**src/rtl/calc_pkg.sv**
```systemverilog
// Shared definitions for the calculator datapath: default widths, BCD nibble
// size and the binary-to-BCD converter state encoding.
package calc_pkg;

    localparam int W_DEFAULT      = 8;
    localparam int DIGITS_DEFAULT = 3;
    localparam int NIBBLE         = 4;

    typedef enum logic [1:0] {
        IDLE  = 2'd0,
        LOAD  = 2'd1,
        SHIFT = 2'd2,
        DONE  = 2'd3
    } conv_state_t;

endpackage

```
**src/rtl/calc_datapath_if.sv**
```systemverilog
// Control-word / display bundle between the calculator control side and the
// datapath. The master drives the switch value and the control strobes; the
// slave (datapath) returns the output register and the decoded digits.
interface calc_datapath_if
    import calc_pkg::*;
#(
    parameter int W      = W_DEFAULT,
    parameter int DIGITS = DIGITS_DEFAULT
) ();

    logic [W-1:0]               data_in;
    logic                       ld_a;
    logic                       ld_b;
    logic                       ld_r;
    logic                       add_sub;
    logic                       ld_ou;
    logic                       iu_au;
    logic [W-1:0]               ou_q;
    logic                       ovf;
    logic                       sign;
    logic [NIBBLE*DIGITS-1:0]   bcd;
    logic                       digits_valid;
    logic                       busy;

    modport master (
        output data_in, ld_a, ld_b, ld_r, add_sub, ld_ou, iu_au,
        input  ou_q, ovf, sign, bcd, digits_valid, busy
    );

    modport slave (
        input  data_in, ld_a, ld_b, ld_r, add_sub, ld_ou, iu_au,
        output ou_q, ovf, sign, bcd, digits_valid, busy
    );

endinterface

```
**src/rtl/bcd_serial.sv**
```systemverilog
// Serial double-dabble converter: turns a signed W-bit value into a sign flag
// and DIGITS BCD magnitude digits, one bit per cycle. 'start' requests a
// (re)conversion; 'done' marks the cycle the result is committed.
module bcd_serial
    import calc_pkg::*;
#(
    parameter int W      = W_DEFAULT,
    parameter int DIGITS = DIGITS_DEFAULT
) (
    input  logic                       clock,
    input  logic                       reset,
    input  logic                       start,
    input  logic [W-1:0]               value,
    output logic [W-1:0]               src,
    output logic                       busy,
    output logic                       done,
    output logic                       sign,
    output logic [NIBBLE*DIGITS-1:0]   bcd
);

    localparam int BW = NIBBLE * DIGITS;
    localparam int CW = $clog2(W + 1);

    conv_state_t     state_reg, state_next;
    logic [W-1:0]    src_reg;
    logic [W-1:0]    mag_reg;
    logic [BW-1:0]   scratch_reg;
    logic [CW-1:0]   cnt_reg;
    logic            neg_reg;
    logic [BW-1:0]   bcd_reg;
    logic            sign_reg;
    logic [BW-1:0]   adj;

    // Add-3 correction of every scratch digit that would reach 10 after doubling.
    genvar gi;
    generate
        for (gi = 0; gi < DIGITS; gi++) begin : g_adj
            logic [NIBBLE-1:0] nib;
            assign nib = scratch_reg[gi*NIBBLE +: NIBBLE];
            assign adj[gi*NIBBLE +: NIBBLE] = (nib >= 4'd5) ? (nib + 4'd3) : nib;
        end
    endgenerate

    // State register.
    always_ff @(posedge clock) begin
        if (reset) begin
            state_reg <= IDLE;
        end else begin
            state_reg <= state_next;
        end
    end

    // Next-state logic; a value change seen in DONE chains straight into LOAD.
    always_comb begin
        state_next = state_reg;
        case (state_reg)
            IDLE:    if (start) state_next = LOAD;
            LOAD:    state_next = SHIFT;
            SHIFT:   if (cnt_reg == CW'(1)) state_next = DONE;
            DONE:    state_next = start ? LOAD : IDLE;
            default: state_next = IDLE;
        endcase
    end

    // Conversion datapath: capture, shift-and-adjust, and result commit.
    always_ff @(posedge clock) begin
        if (reset) begin
            src_reg     <= '0;
            mag_reg     <= '0;
            scratch_reg <= '0;
            cnt_reg     <= '0;
            neg_reg     <= 1'b0;
            bcd_reg     <= '0;
            sign_reg    <= 1'b0;
        end else begin
            case (state_reg)
                LOAD: begin
                    src_reg     <= value;
                    neg_reg     <= value[W-1];
                    // -2^(W-1) negates to itself, which read unsigned is the right magnitude.
                    mag_reg     <= value[W-1] ? (~value + W'(1)) : value;
                    scratch_reg <= '0;
                    cnt_reg     <= CW'(W);
                end
                SHIFT: begin
                    // Top scratch bit never carries because 10^DIGITS > 2^(W-1).
                    {scratch_reg, mag_reg} <= {adj[BW-2:0], mag_reg, 1'b0};
                    cnt_reg                <= cnt_reg - CW'(1);
                end
                DONE: begin
                    // A stale result is dropped so only current values ever reach the display.
                    if (!start) begin
                        bcd_reg  <= scratch_reg;
                        sign_reg <= neg_reg;
                    end
                end
                default: ;
            endcase
        end
    end

    assign src  = src_reg;
    assign busy = (state_reg != IDLE);
    assign done = (state_reg == DONE) && !start;
    assign sign = sign_reg;
    assign bcd  = bcd_reg;

endmodule

```
**src/rtl/calc_datapath.sv**
```systemverilog
// Calculator datapath: operand registers A/B, result register R with signed
// overflow flag, output register OU, and a serial BCD converter that keeps
// the display digits in step with OU.
module calc_datapath
    import calc_pkg::*;
#(
    parameter int W      = W_DEFAULT,
    parameter int DIGITS = DIGITS_DEFAULT
) (
    input  logic            clock,
    input  logic            reset,
    calc_datapath_if.slave  bus
);

    logic [W-1:0]   a_reg;
    logic [W-1:0]   b_reg;
    logic [W-1:0]   r_reg;
    logic [W-1:0]   ou_reg;
    logic           ovf_reg;
    logic           valid_reg;
    logic [W-1:0]   alu;
    logic           alu_ovf;
    logic [W-1:0]   conv_src;
    logic           conv_start;
    logic           conv_busy;
    logic           conv_done;

    // Combinational add/subtract with signed overflow detection.
    always_comb begin
        alu     = bus.add_sub ? (a_reg - b_reg) : (a_reg + b_reg);
        alu_ovf = 1'b0;
        if (bus.add_sub) begin
            alu_ovf = (a_reg[W-1] != b_reg[W-1]) && (alu[W-1] != a_reg[W-1]);
        end else begin
            alu_ovf = (a_reg[W-1] == b_reg[W-1]) && (alu[W-1] != a_reg[W-1]);
        end
    end

    // Operand and result registers; R samples the pre-load A/B on the same edge.
    always_ff @(posedge clock) begin
        if (reset) begin
            a_reg   <= '0;
            b_reg   <= '0;
            r_reg   <= '0;
            ovf_reg <= 1'b0;
        end else begin
            if (bus.ld_a) a_reg <= bus.data_in;
            if (bus.ld_b) b_reg <= bus.data_in;
            if (bus.ld_r) begin
                r_reg   <= alu;
                ovf_reg <= alu_ovf;
            end
        end
    end

    // Output register; bypasses the ALU when R is being loaded on the same edge.
    always_ff @(posedge clock) begin
        if (reset) begin
            ou_reg <= '0;
        end else if (bus.ld_ou) begin
            if (bus.iu_au) begin
                ou_reg <= bus.data_in;
            end else if (bus.ld_r) begin
                ou_reg <= alu;
            end else begin
                ou_reg <= r_reg;
            end
        end
    end

    assign conv_start = (ou_reg != conv_src);

    // Digits are valid from reset (0 is trivially converted) until OU diverges.
    always_ff @(posedge clock) begin
        if (reset) begin
            valid_reg <= 1'b1;
        end else if (conv_start) begin
            valid_reg <= 1'b0;
        end else if (conv_done) begin
            valid_reg <= 1'b1;
        end
    end

    bcd_serial #(
        .W      (W),
        .DIGITS (DIGITS)
    ) u_conv (
        .clock  (clock),
        .reset  (reset),
        .start  (conv_start),
        .value  (ou_reg),
        .src    (conv_src),
        .busy   (conv_busy),
        .done   (conv_done),
        .sign   (bus.sign),
        .bcd    (bus.bcd)
    );

    assign bus.ou_q         = ou_reg;
    assign bus.ovf          = ovf_reg;
    assign bus.digits_valid = valid_reg;
    assign bus.busy         = conv_busy;

endmodule

```
**src/flat_wrapper.sv**
```systemverilog
// flat-port wrapper written by rule: the top's interface ports become plain ports
module calc_datapath_flat import calc_pkg::*;
#(
    parameter int W      = W_DEFAULT,
    parameter int DIGITS = DIGITS_DEFAULT
)
  (clock, reset, bus_data_in, bus_ld_a, bus_ld_b, bus_ld_r, bus_add_sub, bus_ld_ou, bus_iu_au, bus_ou_q, bus_ovf, bus_sign, bus_bcd, bus_digits_valid, bus_busy);
  calc_datapath_if #(.W(W), .DIGITS(DIGITS)) bus_i ();
  input  logic clock;
  input  logic reset;
  input wire logic [$bits(bus_i.data_in)-1:0] bus_data_in;
  input wire logic [$bits(bus_i.ld_a)-1:0] bus_ld_a;
  input wire logic [$bits(bus_i.ld_b)-1:0] bus_ld_b;
  input wire logic [$bits(bus_i.ld_r)-1:0] bus_ld_r;
  input wire logic [$bits(bus_i.add_sub)-1:0] bus_add_sub;
  input wire logic [$bits(bus_i.ld_ou)-1:0] bus_ld_ou;
  input wire logic [$bits(bus_i.iu_au)-1:0] bus_iu_au;
  output wire logic [$bits(bus_i.ou_q)-1:0] bus_ou_q;
  output wire logic [$bits(bus_i.ovf)-1:0] bus_ovf;
  output wire logic [$bits(bus_i.sign)-1:0] bus_sign;
  output wire logic [$bits(bus_i.bcd)-1:0] bus_bcd;
  output wire logic [$bits(bus_i.digits_valid)-1:0] bus_digits_valid;
  output wire logic [$bits(bus_i.busy)-1:0] bus_busy;
  assign bus_i.data_in = bus_data_in;
  assign bus_i.ld_a = bus_ld_a;
  assign bus_i.ld_b = bus_ld_b;
  assign bus_i.ld_r = bus_ld_r;
  assign bus_i.add_sub = bus_add_sub;
  assign bus_i.ld_ou = bus_ld_ou;
  assign bus_i.iu_au = bus_iu_au;
  assign bus_ou_q = bus_i.ou_q;
  assign bus_ovf = bus_i.ovf;
  assign bus_sign = bus_i.sign;
  assign bus_bcd = bus_i.bcd;
  assign bus_digits_valid = bus_i.digits_valid;
  assign bus_busy = bus_i.busy;
  calc_datapath #(.W(W), .DIGITS(DIGITS)) u_core (.clock(clock), .reset(reset), .bus(bus_i));
endmodule
```
**config.mk**
```make
export PLATFORM = sky130hd
export DESIGN_NAME = calc_datapath_flat
export DESIGN_NICKNAME = d
export VERILOG_FILES = /design/src/rtl/calc_pkg.sv /design/src/rtl/calc_datapath_if.sv /design/src/rtl/bcd_serial.sv /design/src/rtl/calc_datapath.sv /design/src/flat_wrapper.sv
export SDC_FILE = /design/constraint.sdc
export NUM_CORES = 1
export LEC_CHECK = 0
export ABC_AREA = 1
export BUFFER_PORTS_ARGS = -buffer_cell sky130_fd_sc_hd__buf_2
export CAP_MARGIN = 40
export CORE_MARGIN = 1.5
export CORE_UTILIZATION = 45
export CTS_CLUSTER_DIAMETER = 120
export DETAILED_ROUTE_END_ITERATION = 10
export HOLD_SLACK_MARGIN = 0.02
export PLACE_DENSITY = 0.7
export SYNTH_ARGS = -nofsm -noshare
export SYNTH_HDL_FRONTEND = slang
export SYNTH_SLANG_ARGS = --single-unit
```
**constraint.sdc**
```tcl
create_clock -name clock -period 2.3 [get_ports clock]
set_clock_uncertainty 0.15 [all_clocks]
set_input_delay 0.345 -clock clock [delete_from_list [all_inputs] [get_ports clock]]
set_output_delay 0.345 -clock clock [all_outputs]
set_load 0.01 [all_outputs]
```
==> results of run 1 <==
## logic make-up after synthesis
logic type / share of synthesized area
AOI/OAI and AO/OA: 0.177
xor gates and xnor gates: 0.0298
adders and majority gates: 0.0717
buffers and inverters: 0.0969
DFF: 0.394
muxes: 0.00486
and+or+nand+nor: 0.225
## worst max-delay path by stage
stage                                    end  slack, ns  depth (start not counted)             from
after floorplan           u_core.bus.ou_q[7]       0.01                         18  u_core.b_reg[0]
after global placement    u_core.bus.ou_q[7]       -0.1                         18  u_core.b_reg[0]
after CTS                 u_core.bus.ou_q[7]      -0.03                         17  u_core.b_reg[0]
after global routing      u_core.bus.ou_q[7]      -0.27                         18  u_core.b_reg[1]
after detailed placement  u_core.bus.ou_q[7]      -0.19                         18  u_core.b_reg[0]
final                     u_core.bus.ou_q[7]      -0.14                         18  u_core.b_reg[1]
## critical path, delay by kind of cell (launching register included)
| kind | cells | cell delay [ns] |
|---|---|---|
| xor gates and xnor gates | 1 | 0.17 |
| and+or+nand+nor | 8 | 0.56 |
| buffers and inverters | 4 | 0.29 |
| DFF | 1 | 0.35 |
| AOI/OAI and AO/OA | 3 | 0.35 |
| adders and majority gates | 2 | 0.41 |
## per-stage QoR
step           setup TNS, ns  worst slack [ns]  area, um^2  power (mW)
2_1_floorplan              0            0.0130        4120        2.76
3_3_place_gp          -0.182           -0.0957        4470        3.08
3_5_place_dp          -0.596            -0.192        4470        3.12
4_1_cts              -0.0499           -0.0297        4760        4.14
5_1_grt                -1.77            -0.267        4900        4.55
6_report              -0.389            -0.138        4900        4.24
## Yosys cell counts (2+ instances only)
cell,instances
a21oi_1,78
a22oi_1,2
a31oi_1,5
buf_2,6
buf_6,2
clkbuf_1,14
dfxtp_1,81
ha_1,22
inv_1,71
mux2i_1,2
nand2_1,108
nand2_2,3
nand3_1,46
nand3b_1,3
nand4_1,5
nor2_1,44
nor3_1,5
o21ai_0,48
or2_2,2
xnor2_1,6
xor2_1,8
## cell type report
class	count	share of cell area
Clock buffer	11	0.0309
Clock inverter	5	0.00613
Inverter	73	0.0570
Multi-Input combinational cell	397	0.472
Sequential cell	81	0.332
Tap cell	108	0.0276
Timing Repair Buffer	62	0.0751
## what timing repair did
item,4_1_cts,5_1_grt
endpoints found under the setup margin,8,14
pin swaps,10,17
resized for setup,25,29
buffers inserted,1,3
hold endpoints to repair,0,0
## placed cells by master, fill, tap and decap left out, drive strengths merged, types with 6 or more instances in the layout
cell / netlist / final
nor2: 45 / 45
xnor2: 6 / 6
clkbuf: 14 / 11
inv: 72 / 72
buf: 9 / 62
xor2: 8 / 8
ha: 22 / 22
dfxtp: 81 / 81
nand3: 46 / 46
a21oi: 78 / 78
nand2: 112 / 112
o21ai: 49 / 49
## routing by layer
| metal | up-vias | GRT usage |
|---|---|---|
| li1 | 1980 | - |
| met1 | 1833 | 0.264 |
| met2 | 88 | 0.366 |
| met3 | 16 | 0.0333 |
| met4 | 0 | 0.0802 |
| met5 | - | 0 |
## power breakdown
group          internal, mW  switching [mW]
sequential             1.58           0.130
clock                 0.446           0.534
combinational         0.589           0.961
total                  2.62            1.62
==> PnR_summary.wiki, run 1 <==
{| class="wikitable"
! Metric !! Value
|-
| CTS tree || yes
|-
| Pin count of the biggest net entering global routing || 53
|-
| Max cap viols || 0
|-
| Combined flip-flop and latch cell area || 0.00163 mm^2
|-
| Num CTS Buffers || 9
|-
| Total iterations of the first detailed-routing run || 8
|-
| Initial antenna violation count || 0
|-
| Share of final-layout standard cells stronger than drive strength 1 || 0.205
|-
| Relative area change from synthesis to final layout || 19.0%
|-
| Cell count of the worst reg-to-reg path || 18
|-
| Final nets || 663
|-
| Main flop type after synthesis || dfxtp_1
|-
| Non-filler cells, final || 737
|-
| RSZ-0062 raised after global routing || yes
|-
| Setup WS post-layout || -0.138 ns
|-
| Mean instance size in the synthesized netlist || 7.17 um^2
|-
| Endpoints failing hold || 0
|-
| Status || complete, but fails checks
|-
| Proportion of synthesized chip area in sequential cells || 0.394
|-
| Synth area leader || dfxtp_1
|-
| Final WL || around 10,000 um
|-
| CTS sink cnt || 81
|-
| Startpoint of the lowest-slack hold path || bus_data_in[7]
|-
| Worst setup slack for register-to-register paths || -0.14 ns
|-
| Uppermost routed layer || met4
|-
| Number of instances in the placed design || 717
|-
| Effective utilization at floorplan || 0.468
|-
| Mapped Area || 0.00412 mm^2
|-
| First-pass GRT wire length || approximately 17,000 um
|-
| End of the worst register-to-register path || u_core.bus.ou_q[7]
|-
| Metal3 WL || roughly 340 um
|-
| Endpoint type of the worst setup path || flop
|-
| Remaining DRCs || 4
|-
| Util after Layout || 0.556
|-
| Number of different library cells in the post-synthesis netlist || 34
|-
| Vias after detailed routing || 3,917
|-
| Worst Path Required || roughly 2.4 ns
|-
| Crit-path cells || inv_2 -> ha_4 -> inv_2 -> nor2_4 -> a21oi_2 -> xor2_1 -> inv_1 -> ha_4 -> nand2_2 -> nand2_2 -> a21oi_2 -> nand2_2 -> inv_2 -> nand2_4 -> nand3_4 -> nand3_2 -> nand2_1 -> a21oi_1
|-
| Io pins || 40
|-
| Clock latency reported for the late side of the worst-skew pair || 0.35 ns
|-
| Main area contributors after synthesis || dfxtp_1 39%, nand2_1 9.8%, a21oi_1 9.5%, ha_1 6.7%, inv_1 6.5%
|-
| Rel. slew slack || 0.474
|-
| Clock-pin slew reported for the worst setup and hold paths after clock tree synthesis || around 0.09 ns
|-
| Number of input and output port buffers inserted || 39
|-
| Critical setup path kind || reg2reg
|-
| Hold Buf Count CTS || 0
|-
| Kind of path behind the tightest hold check || in2reg
|-
| Number of nets with antenna violations after detailed routing || 0
|-
| Minimum period implied by the final worst setup slack || roughly 2.4 ns
|-
| Vias in the first global route || 3,749
|-
| Cell row count || 34
|-
| Core box area || about 0.009 mm^2
|-
| Grt ovf || 0
|-
| Max stage delay cell, worst path || dfxtp_2
|-
| Antenna diodes || 0
|-
| Final setup violating endpoints || 5
|-
| Multi-input gate area in the final layout || 0.00231 mm^2
|-
| Pin slew with the least headroom to its limit || 0.788 ns
|-
| Die W || between 90 and 100 um
|-
| Number of max-slew violations in the final report || 0
|-
| Syn_nets || about 610
|-
| Power density over the cells || 866 mW/mm^2
|-
| Data arrival, critical path || 2.50 ns
|-
| Detailed router's first-iteration violation count || around 210
|-
| Worst Hold Path Cells || 3
|-
| Routed length on met1 || 4610 um
|-
| Final worst-path cycle share || 1.06
|-
| Aggregate global-route resource usage || 0.211
|-
| Die extent in y || 98.7 um
|-
| Post-detail-place hpwl || 6790 um
|-
| Gate Count Post-Synth || 574
|-
| DR WL met2 || 4880 um
|-
| Clock root buffer master || clkbuf_8
|-
| Detailed-route wire length per cell || 13.6 um
|-
| Highest achievable clock rate || 410 MHz
|-
| Clock Tree Buf Depth || 2
|-
| Hold_ws || 0.104 ns
|-
| Largest vdd supply drop || 0.355 mV
|-
| #FFs+latches synth || 81
|-
| Crit Reg-Reg Startpoint || u_core.b_reg[1]
|-
| Fillers || between 800 and 900
|-
| Failing checks || design-rule violations, negative setup slack
|-
| Startpoint Class || flop
|-
| Area enclosed by the die boundary || 0.00973 mm^2
|-
| Leakage || 2.09 nW
|-
| Critical path peak fanout || 4
|-
| Share of the synthesized area in the top cell type || 0.394
|-
| CTS H-Tree Depth || 3
|-
| Share of flip-flops with an asynchronous set or reset || 0
|-
| Count of flip-flops with a built-in enable after synthesis || 0
|-
| Global placement routability congestion || between 0.8 and 0.9
|-
| Peak per-stage delay on the critical path || between 0.3 and 0.4 ns
|-
| Avg Vias per Cell || roughly 5.3
|-
| YS warnings || 0
|-
| End of the worst hold path || u_core.b_reg[7]
|}
Power figures use the tool's default switching activity.
==> run 2: changes to the inputs <==
- GPL_TIMING_DRIVEN: default -> 0
- HOLD_SLACK_MARGIN: 0.02 -> 0.05
- RECOVER_POWER: default -> 25
==> run 2 against run 1 <==
The run still ends with design-rule violations, negative setup slack left. Cell area rose by 0.10%. Routed wire length fell by 1.5%. Core utilization rose by 0.057 points. Critical path type unchanged. Register-to-register slack improved by 0.07 ns. First-iteration DRC count fell by 26%.
==> PnR_summary.wiki, run 2 (synthesized netlist as in run 1, its figures left out) <==
{| class="wikitable"
! Metric !! Value
|-
| End of the worst register-to-register path || u_core.bus.ou_q[7]
|-
| Antenna diodes || 0
|-
| Num CTS Buffers || 9
|-
| Final worst-path cycle share || 1.03
|-
| Minimum period implied by the final worst setup slack || approximately 2.4 ns
|-
| Timing startpoint of the critical path || u_core.b_reg[0]
|-
| DR WL met2 || 4630 um
|-
| Combined flip-flop and latch cell area || 0.00163 mm^2
|-
| Largest vdd supply drop || 0.397 mV
|-
| First-pass GRT wire length || 16,600 um
|-
| Family with the most delay on the worst path || simple AND/OR/NAND/NOR gates
|-
| Rel. slew slack || 0.570
|-
| Max stage delay cell, worst path || dfxtp_2
|-
| CTS sink cnt || 81
|-
| Final nets || 672
|-
| Share of final-layout standard cells stronger than drive strength 1 || 0.188
|-
| Cell Int Power || 2.66 mW
|-
| Leakage || slightly above 2 nW
|-
| Kind of path behind the tightest hold check || in2reg
|-
| Clock latency reported for the late side of the worst-skew pair || ~0.36 ns
|-
| Final setup violating endpoints || 3
|-
| Startpoint of the lowest-slack hold path || bus_data_in[1]
|-
| Pin count of the biggest net entering global routing || 14
|-
| Number of nets with antenna violations after detailed routing || 0
|-
| Critical path peak fanout || 3
|-
| Grt ovf || 0
|-
| Final WL || 9850 um
|-
| Detailed router's first-iteration violation count || 154
|-
| CTS H-Tree Depth || 3
|-
| Number of buffers and inverters on the critical path || 5
|-
| Power density over the cells || 873 mW/mm^2
|-
| Clock root buffer master || clkbuf_8
|-
| Total iterations of the first detailed-routing run || 9
|-
| Aggregate global-route resource usage || 0.210
|-
| Highest achievable clock rate || 423 MHz
|-
| Vias in the first global route || 3,753
|-
| Fillers || about 840
|-
| Pin slew with the least headroom to its limit || approximately 0.65 ns
|-
| Crit Reg-Reg Startpoint || u_core.b_reg[0]
|-
| Crit-path cells || inv_2 -> ha_4 -> inv_4 -> nor2_4 -> nand3b_1 -> nand2_1 -> xnor2_1 -> inv_1 -> ha_4 -> nand2_2 -> inv_2 -> a21oi_2 -> nand2_2 -> inv_2 -> nand2_2 -> nand3_2 -> nand3_2 -> nand2_2 -> a21oi_2
|-
| Util after Layout || 0.557
|-
| Remaining DRCs || 4
|-
| Avg Vias per Cell || 5.17
|-
| Endpoint type of the worst setup path || flop
|-
| Failing checks || design-rule violations, negative setup slack
|-
| RSZ-0062 raised after global routing || yes
|-
| Non-filler cells, final || 746
|-
| Hold Buf Count CTS || 0
|-
| Multi-input gate area in the final layout || 0.00229 mm^2
|-
| Detailed-route wire length per cell || 13.2 um
|-
| Endpoints failing hold || 0
|-
| Initial antenna violation count || 0
|-
| Critical setup path kind || reg2reg
|-
| Number of max-slew violations in the final report || 0
|-
| Uppermost routed layer || met4
|-
| Peak per-stage delay on the critical path || 0.33 ns
|-
| Setup WS post-layout || -0.0634 ns
|-
| Number of input and output port buffers inserted || 37
|-
| Worst Path Required || 2.38 ns
|-
| Io pins || 40
|-
| Cell count of the worst reg-to-reg path || 19
|-
| Critical Path Stages || 19
|-
| Post-detail-place hpwl || 7020 um
|-
| Metal3 WL || around 400 um
|-
| Startpoint Class || flop
|-
| Relative contribution of the clock network to total power || 0.229
|-
| Die W || 98.7 um
|-
| Max cap viols || 0
|-
| Worst setup slack for register-to-register paths || -0.06 ns
|-
| Sw Ratio || 0.378
|-
| Status || complete, but fails checks
|-
| Share of total power in sequential cells || 0.399
|-
| Switching power of the nets || between 1.5 and 2 mW
|-
| Most frequent standard cell in the layout excluding fill and tap cells || nand2_1
|-
| Number of instances in the placed design || roughly 720
|-
| Cell row count || 34
|-
| Worst setup endpoint || u_core.bus.ou_q[7]
|-
| Die extent in y || 98.7 um
|-
| Vias after detailed routing || 3,860
|-
| Hold_ws || 0.0974 ns
|-
| Routed length on met1 || about 4700 um
|-
| Data arrival, critical path || 2.44 ns
|-
| Cell type with the highest occurrence count on the critical path || nand2_2
|-
| Relative area change from synthesis to final layout || 19.1%
|-
| CTS tree || yes
|-
| Clock Tree Buf Depth || 2
|-
| Global placement routability congestion || 0.838
|-
| Power share of the combinational group || 0.372
|-
| Clock-pin slew reported for the worst setup and hold paths after clock tree synthesis || 0.09 ns
|-
| Highest-count cells in the layout ignoring fill and taps || 98 x nand2_1, 78 x dfxtp_1, 72 x a21oi_1
|-
| Core box area || 0.00881 mm^2
|-
| Area enclosed by the die boundary || between 0.009 and 0.01 mm^2
|-
| Effective utilization at floorplan || 0.468
|}
==> run 2: worst reg2reg max path, delay by kind of cell (launching register included) <==
| kind | cells | cell delay (ns) |
|---|---|---|
| buffers and inverters | 5 | 0.30 |
| flip-flops | 1 | 0.33 |
| AND/OR/NAND/NOR | 9 | 0.77 |
| adder cells (fa/ha/maj) | 2 | 0.36 |
| AO/OA/AOI/OAI | 2 | 0.19 |
| XOR/XNOR | 1 | 0.12 |
==> run 2: repair_timing <==
item	CTS	global route
gates resized for setup	28	21
pin swaps	13	18
setup endpoints to repair	9	17
setup buffers	4	7
==> run 2: worst min path at each step <==
stage                            endpoint  slack (ns)  cells after the start
floorplan                 u_core.a_reg[0]        0.29                      2
global placement       u_core.u_conv.sign        0.29                      2
detailed placement  u_core.u_conv.bcd[11]        0.30                      2
CTS                       u_core.a_reg[1]        0.09                      3
global route              u_core.a_reg[1]        0.10                      3
finish                    u_core.a_reg[1]         0.1                      3
==> run 2: stage by stage <==
step / instance area [um^2] / power [mW] / setup WS, ns / setup TNS, ns
after CTS: 4760 / 4.14 / -0.0513 / -0.0513
final: 4900 / 4.28 / -0.0634 / -0.131
after global placement: 4440 / 3.06 / -0.261 / -0.878
after detailed placement: 4440 / 3.10 / -0.294 / -1.16
after global routing: 4900 / 4.60 / -0.216 / -0.936
after floorplan: 4120 / 2.76 / 0.0130 / 0
==> run 2: power by group through the flow <==
| stage | clock (mW) | combinational, mW | sequential [mW] |
|---|---|---|---|
| after floorplan | 0 | 1.05 | 1.71 |
| after global placement | 0 | 1.33 | 1.73 |
| after detailed placement | 0 | 1.36 | 1.73 |
| after CTS | 0.998 | 1.43 | 1.71 |
| after global routing | 1.06 | 1.81 | 1.74 |
| final | 0.981 | 1.59 | 1.71 |
==> run 2: area by class of cell <==
class / count / share of cell area
multi-input combinational: 397 / 0.466
sequential: 81 / 0.332
inverter: 73 / 0.0574
timing repair buffer: 48 / 0.0546
clock buffer: 11 / 0.0309
tap: 108 / 0.0276
buffer: 23 / 0.0250
clock inverter: 5 / 0.00612
==> run 2: per-layer routing <==
layer | up-vias | GRT usage
met5 | - | 0
met4 | 0 | 0.0637
met3 | 14 | 0.0447
met2 | 69 | 0.364
met1 | 1778 | 0.262
li1 | 1999 | -
==> run 3: changes to the inputs <==
- ABC_AREA: 1 -> default
==> run 3 against run 2 <==
Clock power grew 28%. Die area shrank 0.17%. Clock-buffer cell count shrank 1. Sequential cell count is the same. Largest cell class unchanged. Fmax shrank 15%. Critical path depth shrank 9. Cell area shrank 0.82%. Routed wire length shrank 2.6%. Combinational power shrank 24%. The flow still finishes with violations (design-rule violations, negative setup slack).
==> PnR_summary.wiki, run 3 <==
{| class="wikitable"
! Metric !! Value
|-
| Status || complete, but fails checks
|-
| Failing checks || design-rule violations, negative setup slack
|-
| CTS tree || yes
|-
| Number of different library cells in the post-synthesis netlist || 48
|-
| Synth area leader || dfxtp_1
|-
| Syn_nets || 510
|-
| Number of instances in the placed design || 615
|-
| Die W || approximately 100 um
|-
| Proportion of synthesized chip area in sequential cells || 0.395
|-
| Initial antenna violation count || 0
|-
| Highest achievable clock rate || 358 MHz
|-
| Data arrival, critical path || 2.95 ns
|-
| Pin count of the biggest net entering global routing || 15
|-
| Endpoint type of the worst setup path || flop
|-
| Final WL || 9590 um
|-
| Main flop type after synthesis || dfxtp_1
|-
| Remaining DRCs || 6
|-
| Detailed router's first-iteration violation count || 165
|-
| Most frequent standard cell in the layout excluding fill and tap cells || dfxtp_1
|-
| CTS H-Tree Depth || 3
|-
| Number of max-slew violations in the final report || 0
|-
| Endpoints failing hold || 0
|-
| Detailed-route wire length per cell || 14.9 um
|-
| Area enclosed by the die boundary || 0.00972 mm^2
|-
| Critical setup path kind || reg2reg
|-
| Count of flip-flops with a built-in enable after synthesis || 0
|-
| Mapped Area || 0.00411 mm^2
|-
| Power density over the cells || 844 mW/mm^2
|-
| First-pass GRT wire length || 16,100 um
|-
| Share of the synthesized area in the top cell type || 0.395
|-
| Final setup violating endpoints || 11
|-
| Aggregate global-route resource usage || 0.208
|-
| Highest-count cells in the layout ignoring fill and taps || 79 x dfxtp_1, 78 x nor2_1, 47 x mux2i_1
|-
| Number of input and output port buffers inserted || 36
|-
| CTS sink cnt || slightly above 80
|-
| Vias after detailed routing || 3,465
|-
| Minimum period implied by the final worst setup slack || 2.80 ns
|-
| Crit-path cells || inv_2 -> ha_4 -> mux2i_4 -> ha_1 -> nor2b_4 -> o2111a_1 -> o211a_1 -> or3_4 -> a311oi_4 -> a32o_2
|-
| Gate Count Post-Synth || 471
|-
| Rel. slew slack || 0.570
|-
| Largest vdd supply drop || roughly 0.36 mV
|-
| #FFs+latches synth || 81
|-
| Io pins || 40
|-
| Avg Vias per Cell || ~5.4
|-
| Worst Setup Slack post-DPL || -0.689 ns
|-
| Clock latency reported for the late side of the worst-skew pair || ~0.35 ns
|-
| Startpoint Class || flop
|-
| Non-filler cells, final || around 640
|-
| Vias in the first global route || 3,410
|-
| Hold Buf Count CTS || 0
|-
| Core box area || around 0.0088 mm^2
|-
| Peak per-stage delay on the critical path || between 0.3 and 0.4 ns
|-
| Cell with the most instances after synthesis || dfxtp_1
|-
| Effective utilization at floorplan || 0.467
|-
| Kind of path behind the tightest hold check || in2reg
|-
| Pin slew with the least headroom to its limit || 0.646 ns
|-
| Max cap viols || 0
|-
| Antenna diodes || 0
|-
| Cell row count || 34
|-
| Total iterations of the first detailed-routing run || 8
|-
| Share of final-layout standard cells stronger than drive strength 1 || 0.157
|-
| Clock root buffer master || clkbuf_8
|-
| Max stage delay cell, worst path || dfxtp_2
|-
| Post-detail-place hpwl || 6740 um
|-
| Relative area change from synthesis to final layout || 18.3%
|-
| Clock-pin slew reported for the worst setup and hold paths after clock tree synthesis || roughly 0.090 ns
|-
| Mean instance size in the synthesized netlist || 8.73 um^2
|-
| YS warnings || 0
|-
| Die extent in y || a little under 100 um
|-
| Share of flip-flops with an asynchronous set or reset || 0
|-
| Final worst-path cycle share || 1.22
|-
| Worst Path Required || 2.45 ns
|-
| Grt ovf || 0
|-
| Most frequent cells after synthesis || 81 x dfxtp_1, 80 x nor2_1, 48 x mux2i_1
|-
| Setup WS post-layout || -0.497 ns
|-
| Critical path peak fanout || 3
|-
| Number of nets with antenna violations after detailed routing || 0
|-
| Leakage || ~2 nW
|-
| Global placement routability congestion || 0.826
|-
| Clock Tree Buf Depth || 2
|-
| Main area contributors after synthesis || dfxtp_1 39%, mux2i_1 12%, nor2_1 7.3%, ha_1 6.7%, xnor2_1 4.9%
|-
| Num CTS Buffers || 9
|-
| RSZ-0062 raised after global routing || yes
|-
| Final nets || roughly 570
|}
[run 3: cell types whose count changed after synthesis, moves of 6 or more]
cell      before  now
xnor2_1        6   23
o21ai_0       48   24
inv_1         71   25
nand3_1       46    5
nor2_1        44   80
a21oi_1       78   21
nand2b_1       0   10
mux2i_1        2   48
nand2_1      108   28
nor2b_1        0    6
[run 3: area by class of cell]
class / count / area [um^2]
flip-flops and latches: 81 / 1630
inverters: 25 / 96.3
repair buffers: 50 / 270
multi-input cells: 338 / 2390
plain buffers: 24 / 98.8
clock buffers: 10 / 128
fillers: 803 / 3940
well taps: 108 / 135
clock inverters: 6 / 115
[run 3: metal layers]
layer  track usage  share of wire  up-vias
li1              -              -     1717
met5             0              0        -
met2         0.342           0.47       81
met1         0.270           0.47     1655
met4        0.0692          0.015        0
met3        0.0475          0.044       12
[run 3: per-stage QoR]
stage          cell area (um^2)  setup TNS [ns]  hold slack (ns)   util  power [mW]
5_1_grt                    4860           -4.19            0.112  0.552        4.34
2_1_floorplan              4130           -1.47            0.291      -        2.47
3_5_place_dp               4450           -3.32            0.308  0.505        2.75
6_report                   4860           -3.14            0.112  0.552        4.11
4_1_cts                    4840           -2.80            0.103  0.550        4.08
3_3_place_gp               4450           -3.09            0.301  0.505        2.72
[run 3: worst paths after layout]
kind	startpoint	endpoint	slack [ns]	cells past startpoint
min	bus_data_in[0]	u_core.b_reg[0]	0.11	3
max reg2reg	u_core.b_reg[0]	u_core.bus.ou_q[7]	-0.50	10
max	u_core.b_reg[0]	u_core.bus.ou_q[7]	-0.50	10
min reg2reg	u_core.u_conv.mag_reg[4]	u_core.u_conv.mag_reg[4]	0.32	2
[run 3: worst max-delay path, delay by kind of cell (launching register included)]
kind / cells / cell delay, ns
compound gates: 4 / 1.02
fa+ha+maj: 2 / 0.48
buf+inv: 1 / 0.05
flops: 1 / 0.37
mux: 1 / 0.16
simple gates: 2 / 0.50
[run 3: power breakdown]
group	leakage, nW	switching [mW]	total (mW)	internal, mW
combinational	1.27	0.689	1.21	0.518
clock	0.117	0.534	1.26	0.727
sequential	0.662	0.105	1.64	1.53
[run 3: cells by family (layout without fill, tap and decap cells)]
group / count (synthesis) / in the layout / synth area share
fa+ha+maj: 23 / 23 / 0.0718
mux: 49 / 49 / 0.120
flops: 81 / 81 / 0.395
simple gates: 153 / 153 / 0.171
xor+xnor: 28 / 28 / 0.0597
compound gates: 85 / 85 / 0.135
buf+inv: 52 / 115 / 0.0487
[run 3: what timing repair did]
action / 4_1_cts / 5_1_grt
setup endpoints to repair: 21 / 43
gates resized for setup: 15 / 12
setup buffers: 11 / 4
pin swaps: 18 / 19
hold endpoints to repair: 0 / 0
